[src/rtl/flash_req_arbiter_if.sv]
// Handshake bundle shared by the two requesters, the arbiter and the flash read FSM.
interface flash_req_arbiter_if #(
    parameter int unsigned ADDR_W = 23,
    parameter int unsigned DATA_W = 32
);
    logic              req0;
    logic              req1;
    logic [ADDR_W-1:0] addr0;
    logic [ADDR_W-1:0] addr1;
    logic              gnt0;
    logic              gnt1;
    logic              done0;
    logic              done1;
    logic              err;
    logic [DATA_W-1:0] rdata;
    logic              busy;
    logic              flash_start;
    logic [ADDR_W-1:0] flash_addr;
    logic              flash_finish;
    logic [DATA_W-1:0] flash_data;

    // Arbiter side
    modport slave (
        input  req0, req1, addr0, addr1, flash_finish, flash_data,
        output gnt0, gnt1, done0, done1, err, rdata, busy, flash_start, flash_addr
    );

    // Requesters and flash read FSM side
    modport master (
        output req0, req1, addr0, addr1, flash_finish, flash_data,
        input  gnt0, gnt1, done0, done1, err, rdata, busy, flash_start, flash_addr
    );
endinterface

[src/rtl/flash_req_arbiter.sv]
// Two-requester round-robin arbiter in front of a flash read FSM, with a
// bounded wait for the flash to finish and an error flag on timeout.
module flash_req_arbiter #(
    parameter int unsigned ADDR_W  = 23,
    parameter int unsigned DATA_W  = 32,
    parameter int unsigned TIMEOUT = 255
) (
    input logic                clk,
    input logic                rst,
    flash_req_arbiter_if.slave bus
);
    localparam int unsigned      TMR_W    = $clog2(TIMEOUT + 1);
    localparam logic [TMR_W-1:0] TMR_LAST = TMR_W'(TIMEOUT - 1);

    typedef enum logic [1:0] {
        IDLE,
        ISSUE,
        WAIT,
        DONE
    } state_t;

    state_t           state;
    state_t           state_next;
    logic             take;        // a request wins arbitration this cycle
    logic             win;         // index of the winning requester
    logic             owner;       // requester holding the current grant
    logic             last_grant;  // requester served by the last completed transaction
    logic [TMR_W-1:0] timer;

    // State register; reset forces IDLE from any state
    always_ff @(posedge clk) begin
        if (rst) begin
            state <= IDLE;
        end else begin
            state <= state_next;
        end
    end

    // Arbitration, next-state logic and outputs decoded from state/registers only
    always_comb begin
        state_next      = state;
        take            = 1'b0;
        win             = 1'b0;
        bus.flash_start = 1'b0;
        bus.done0       = 1'b0;
        bus.done1       = 1'b0;
        bus.busy        = 1'b0;
        bus.gnt0        = 1'b0;
        bus.gnt1        = 1'b0;
        case (state)
            IDLE: begin
                if (bus.req0 && bus.req1) begin
                    take = 1'b1;
                    win  = ~last_grant;
                end else if (bus.req0) begin
                    take = 1'b1;
                    win  = 1'b0;
                end else if (bus.req1) begin
                    take = 1'b1;
                    win  = 1'b1;
                end
                if (take) begin
                    state_next = ISSUE;
                end
            end
            ISSUE: begin
                bus.flash_start = 1'b1;
                state_next      = WAIT;
            end
            WAIT: begin
                if (bus.flash_finish || (timer == TMR_LAST)) begin
                    state_next = DONE;
                end
            end
            DONE: begin
                bus.done0  = ~owner;
                bus.done1  = owner;
                state_next = IDLE;
            end
            default: state_next = IDLE;
        endcase
        if (state != IDLE) begin
            bus.busy = 1'b1;
            bus.gnt0 = ~owner;
            bus.gnt1 = owner;
        end
    end

    // Grant owner, address latch, wait timer, read data and error flag
    always_ff @(posedge clk) begin
        if (rst) begin
            owner          <= 1'b0;
            last_grant     <= 1'b1;
            timer          <= '0;
            bus.flash_addr <= '0;
            bus.rdata      <= '0;
            bus.err        <= 1'b0;
        end else begin
            case (state)
                IDLE: begin
                    if (take) begin
                        owner          <= win;
                        bus.flash_addr <= win ? bus.addr1 : bus.addr0;
                    end
                end
                ISSUE: timer <= '0;
                WAIT: begin
                    // finish outranks the timeout terminal; the timer saturates there
                    if (bus.flash_finish) begin
                        bus.rdata <= bus.flash_data;
                        bus.err   <= 1'b0;
                    end else if (timer == TMR_LAST) begin
                        bus.err <= 1'b1;
                    end else begin
                        timer <= timer + TMR_W'(1);
                    end
                end
                DONE: last_grant <= owner;
                default: ;
            endcase
        end
    end
endmodule
[src/flat_wrapper.sv]
// flat-port wrapper written by rule: the top's interface ports become plain ports
module flash_req_arbiter_flat 
#(
    parameter int unsigned ADDR_W  = 23,
    parameter int unsigned DATA_W  = 32,
    parameter int unsigned TIMEOUT = 255
)
  (clk, rst, bus_req0, bus_req1, bus_addr0, bus_addr1, bus_flash_finish, bus_flash_data, bus_gnt0, bus_gnt1, bus_done0, bus_done1, bus_err, bus_rdata, bus_busy, bus_flash_start, bus_flash_addr);
  flash_req_arbiter_if #(.ADDR_W(ADDR_W), .DATA_W(DATA_W)) bus_i ();
  input logic clk;
  input logic rst;
  input wire logic [$bits(bus_i.req0)-1:0] bus_req0;
  input wire logic [$bits(bus_i.req1)-1:0] bus_req1;
  input wire logic [$bits(bus_i.addr0)-1:0] bus_addr0;
  input wire logic [$bits(bus_i.addr1)-1:0] bus_addr1;
  input wire logic [$bits(bus_i.flash_finish)-1:0] bus_flash_finish;
  input wire logic [$bits(bus_i.flash_data)-1:0] bus_flash_data;
  output wire logic [$bits(bus_i.gnt0)-1:0] bus_gnt0;
  output wire logic [$bits(bus_i.gnt1)-1:0] bus_gnt1;
  output wire logic [$bits(bus_i.done0)-1:0] bus_done0;
  output wire logic [$bits(bus_i.done1)-1:0] bus_done1;
  output wire logic [$bits(bus_i.err)-1:0] bus_err;
  output wire logic [$bits(bus_i.rdata)-1:0] bus_rdata;
  output wire logic [$bits(bus_i.busy)-1:0] bus_busy;
  output wire logic [$bits(bus_i.flash_start)-1:0] bus_flash_start;
  output wire logic [$bits(bus_i.flash_addr)-1:0] bus_flash_addr;
  assign bus_i.req0 = bus_req0;
  assign bus_i.req1 = bus_req1;
  assign bus_i.addr0 = bus_addr0;
  assign bus_i.addr1 = bus_addr1;
  assign bus_i.flash_finish = bus_flash_finish;
  assign bus_i.flash_data = bus_flash_data;
  assign bus_gnt0 = bus_i.gnt0;
  assign bus_gnt1 = bus_i.gnt1;
  assign bus_done0 = bus_i.done0;
  assign bus_done1 = bus_i.done1;
  assign bus_err = bus_i.err;
  assign bus_rdata = bus_i.rdata;
  assign bus_busy = bus_i.busy;
  assign bus_flash_start = bus_i.flash_start;
  assign bus_flash_addr = bus_i.flash_addr;
  flash_req_arbiter #(.ADDR_W(ADDR_W), .DATA_W(DATA_W), .TIMEOUT(TIMEOUT)) u_core (.clk(clk), .rst(rst), .bus(bus_i));
endmodule
[config.mk]
export PLATFORM = sky130hd
export DESIGN_NAME = flash_req_arbiter_flat
export DESIGN_NICKNAME = d
export VERILOG_FILES = /design/src/rtl/flash_req_arbiter_if.sv /design/src/rtl/flash_req_arbiter.sv /design/src/flat_wrapper.sv
export SDC_FILE = /design/constraint.sdc
export NUM_CORES = 1
export LEC_CHECK = 0
export BUFFER_PORTS_ARGS = -buffer_cell sky130_fd_sc_hd__buf_2
export CAP_MARGIN = 0
export CORE_ASPECT_RATIO = 1.75
export CORE_UTILIZATION = 41
export CTS_BUF_LIST = sky130_fd_sc_hd__clkbuf_4 sky130_fd_sc_hd__clkbuf_8 sky130_fd_sc_hd__clkbuf_16
export CTS_CLUSTER_SIZE = 20
export DETAILED_ROUTE_END_ITERATION = 8
export MAX_ROUTING_LAYER = met4
export PLACE_DENSITY = 0.85
export SLEW_MARGIN = 40
export SYNTH_ARGS = -nofsm -noshare
export SYNTH_HDL_FRONTEND = slang
export SYNTH_SLANG_ARGS = --single-unit
[constraint.sdc]
create_clock -name clk -period 1.9 [get_ports clk]
set_clock_uncertainty 0.2 [all_clocks]
set_input_delay 0.38 -clock clk [delete_from_list [all_inputs] [get_ports clk]]
set_output_delay 0.38 -clock clk [all_outputs]
set_load 0.1 [all_outputs]
Yosys cells after proc, flatten, opt, wreduce, memory -nomap -nowiden
Cells that the tools add are included.
Widths: inputs -> output; s select.
- reduce and logical (&&, ||, !) cells: 11
- bitwise operators: 2
- eq/ne operators: 8
- $add $sub $neg: 1
- muxes and demuxes: 23
- operator list (cell ; count):
    $mux 23 ; 1
    $mux 1 ; 16
    $mux 8 ; 2
    $pmux 8 s2 ; 1
    $add 8x1->8 const B ; 1
    $eq 8x8->1 const B ; 1
    $pmux 2 s4 ; 1
    $reduce_and 2->1 ; 4
    $ne 2x2->1 const B ; 3
    $reduce_bool 2->1 ; 3
    $eq 2x2->1 const B ; 2
    $mux 2 ; 2
    $reduce_and 3->1 ; 1
    $eq 2x1->1 const B ; 1
    $logic_not 2->1 ; 1
    $ne 2x1->1 const B ; 1
    $not 1->1 ; 2
    $logic_and 1x1->1 ; 1
    $logic_or 1x1->1 ; 1
- word-level logic and storage cells: 52
- bits of input ports: 83
- flip-flop bits (word level): 68
- output and inout bits: 62

Longest topological paths before layout
- depth after elaboration: 6
- depth in mapped cells: 8
- gate-level depth less buffers: 6

Worst setup path after synthesis
No wires, ideal clock.
- path kind: reg-to-output
- from: register u_core.state[0]
- to: output bus_gnt1
- path buffers: 0
- arrival: 2033 ps
- path slack: -713 ps
- required time: 1320 ps
- cell stages (with the launch flop): 4
- cells stage by stage: dfxtp_1 > inv_1 > ha_1 > nor2b_1
- longest elaborated chain between the ends: 2
- RTL lines (what ; RTL line ; RTL):
    from (decl) ; flash_req_arbiter.sv:22 ; state_t state;
    from (signal assigned) ; flash_req_arbiter.sv:35 ; state <= state_next;
    $reduce_bool 2->1 ; flash_req_arbiter.sv:82 ; if (state != IDLE) begin
    $mux 1 ; flash_req_arbiter.sv:82 ;
    to (decl) ; flat_wrapper.sv:19 ; output wire logic [$bits(bus_i.gnt1)-1:0] bus_gnt1;
No other way between the ends.

Final worst setup path
- from: register u_core.state[0]
- to: output bus_busy
- longest elaborated chain between the ends: 2
- RTL lines (what ; RTL line ; RTL):
    $reduce_bool 2->1 ; flash_req_arbiter.sv:82 ;
    $mux 1 ; flash_req_arbiter.sv:82 ;
    to (decl) ; flat_wrapper.sv:24 ; output wire logic [$bits(bus_i.busy)-1:0] bus_busy;
No other way between the ends.

==> results.sh <==
export IMPL_status="finished clean"
export IMPL_syn_nets=423
export IMPL_cts_sinks=68
export IMPL_wl_per_cell_microns=13.2
export IMPL_area_growth_pct=43.6
export IMPL_hold_path_class="in2reg"
export IMPL_cp_required_ns=1.32
export IMPL_ys_ff_latch=68
export IMPL_ys_warn_count=0
export IMPL_crit_fanout=6
export IMPL_drt_pass1_iter_count=5
export IMPL_fp_dieH_microns=115
export IMPL_dp_cells=548
export IMPL_drcViolationCount=0
export IMPL_drive_above_1_share=0.452
export IMPL_grt_pass1_vias=2667
export IMPL_irDropWorstVdd_mv=0.761
export IMPL_synth_top_area_cell="dfxtp_1"
export IMPL_drv_cap=0
export IMPL_stdcell_area_sq_um=4290
export IMPL_endpoint_kind="output pin"
export IMPL_slew_viol_final=0
export IMPL_yosysUniqueCellTypes=40
export IMPL_slew_limit_headroom=0.664
export IMPL_die_w_microns=66.5
export IMPL_crit_arrival_ns=1.27
export IMPL_cts_max_level=3
export IMPL_nets=566
export IMPL_routabilityCongestion=0.790
export IMPL_final_cell_count_no_fill=566
export IMPL_io_buffers=144
export IMPL_synthCells=334
export IMPL_core_rowCount=40
export IMPL_powerDensity_nw_per_um2=1800
export IMPL_grt_usage=0.200
export IMPL_yosys_top_cells_area="dfxtp_1 (46%), nand2_1 (8.7%), a211oi_2 (8.0%)"
export IMPL_grt_antenna_before_repair=0
export IMPL_synth_area_per_cell_sq_um=8.94
export IMPL_routed_wl_microns=7490
export IMPL_io_pins=145
export IMPL_initial_core_util=0.429
export IMPL_grt_overflow=0
export IMPL_hold_viol=0
export IMPL_numCtsBuffers=9
export IMPL_regArea_sq_um=1370
export IMPL_hold_buffers=0
export IMPL_hpwlAfterDp_microns=5520
export IMPL_syn_area_sq_um=2990
export IMPL_insertedDiodeCount=0
export IMPL_place_area_sq_um=3940
export IMPL_fin_crit_sh=0.973
export IMPL_max_slew_worst_pin_slew_ns=0.508
export IMPL_start_kind="register"
export IMPL_core_area_sq_um=6960
export IMPL_avgViaCountPerCell=5.11
export IMPL_fill_cells=597
export IMPL_grt_max_degree=47
export IMPL_cts_buffer_depth=2
export IMPL_cts_clk_slew_worst_paths_ns=0.05
export IMPL_detail_route_antenna_nets=0
export IMPL_p_leak_nw=1.86
export IMPL_drt_iter0_drc=96
export IMPL_vias=2894
export IMPL_critPathKind="reg2out"
export IMPL_max_freq_mhz=541
export IMPL_grt_pass1_wl_microns=11300
export IMPL_synth_top_cell_area_share=0.456
export IMPL_clockRootBuffer="clkbuf_16"
export IMPL_setup_viol=0
export IMPL_post_route_min_period_ns=1.85
export IMPL_dieArea_sq_um=7640
export IMPL_cts_tree="built"
export IMPL_worst_skew_pair_late_latency_ns=0.32
export IMPL_multi_input_area_sq_um=1530
export IMPL_ys_seq_area_frac=0.456
registers in the layout, summed over array words and instances, names as in the netlist:
signal	count
u_core.bus.rdata	32
u_core.bus.flash_addr	23
u_core.timer	8
u_core.state	2
u_core.bus.err	1
u_core.last_grant	1
u_core.owner	1
routing by layer:
| metal | vias to the layer above | global-route usage | share of wire |
|---|---|---|---|
| li1 | 1440 | - | - |
| met1 | 1305 | 0.192 | 0.37 |
| met2 | 134 | 0.361 | 0.54 |
| met5 | - | - | 0 |
| met3 | 15 | 0.0526 | 0.072 |
| met4 | 0 | 0.0936 | 0.021 |
worst paths after layout:
check | from | endpoint | slack [ns] | cells past startpoint
max | u_core.state[0] | bus_busy | 0.05 | 4
min | bus_flash_data[2] | u_core.bus.rdata[2] | 0.09 | 3
max reg2reg | u_core.state[0] | u_core.timer[7] | 0.11 | 6
min reg2reg | u_core.bus.rdata[14] | u_core.bus.rdata[14] | 0.25 | 2
final cells by class:
type	instances	share of cell area
repair buffers	157	0.221
multi-input cells	236	0.356
flip-flops and latches	68	0.319
well taps	84	0.0245
clock buffers	13	0.0639
clock inverters	3	0.0102
inverters	5	0.00525
critical path, cell delays in order (launching register included):
cell and delay [ns]:
dfxtp_2 0.34, inv_2 0.08, ha_4 0.20, clkinvlp_4 0.14, buf_12 0.18
where the power goes:
group	internal (W)	switching [W]
clock	0.00114	0.000582
combinational	0.000999	0.00315
sequential	0.00171	0.000151
placed cells by master (no fill, tap or decap), types with 2 or more instances in the layout:
master and count:
nor2_1 27, nor2_4 2, inv_1 2, inv_2 2, clkbuf_16 9, ha_1 5
o21ai_2 2, a211oi_2 21, nand2_1 69, nor3_1 2, buf_2 138, a21oi_1 40
and2_1 2, dfxtp_2 4, a41oi_1 2, nand3_1 10, a31oi_1 2, clkbuf_8 3
buf_4 9, mux2i_1 23, a211oi_1 2, buf_12 9, dfxtp_1 64, nand2b_1 3
a311oi_1 3
logic make-up (layout without fill, tap and decap cells):
logic type | Yosys count | count (layout) | synth area share
buffers and inverters | 30 | 178 | 0.0503
and+or+nand+nor | 126 | 126 | 0.181
DFF | 68 | 68 | 0.456
muxes | 23 | 23 | 0.0771
AOI/OAI and AO/OA | 81 | 81 | 0.210
adders and majority gates | 6 | 6 | 0.0251
through the flow:
stage | setup TNS, ns | total power, W | utilization | worst slack (ns) | hold WS, ns
2_1_floorplan | -3.47 | 0.00525 | - | -0.141 | 0.282
3_3_place_gp | 0 | 0.00591 | 0.566 | 0.140 | 0.239
3_5_place_dp | 0 | 0.00602 | 0.566 | 0.0697 | 0.244
4_1_cts | 0 | 0.00776 | 0.612 | 0.0139 | 0.0806
5_1_grt | -0.00200 | 0.00807 | 0.616 | -0.00200 | 0.0846
6_report | 0 | 0.00773 | 0.616 | 0.0512 | 0.0915
timing repair:
action                     CTS  global route
resized for setup            1             6
pin swaps                    0             2
setup endpoints to repair    1             7
buffers inserted             0             2
gates cloned                 0             0
cell usage after synthesis, drive strengths merged:
master and number:
nand2 70, dfxtp 68, a21oi 41, nor2 30, a211oi 23, mux2i 23
buf 13, clkbuf 12, nand3 11, ha 6, inv 5, o21ai 4
a311oi 3, nand2b 3, a31oi 2, a41oi 2, and2 2, and3 2
nor3 2, a211o 1, a21o 1, and2b 1, nand3b 1, nand4 1
nor2b 1, o211ai 1, o21a 1, o22a 1, o31ai 1, or3 1
or4 1
No activity file was read; power rests on OpenSTA's default activity.
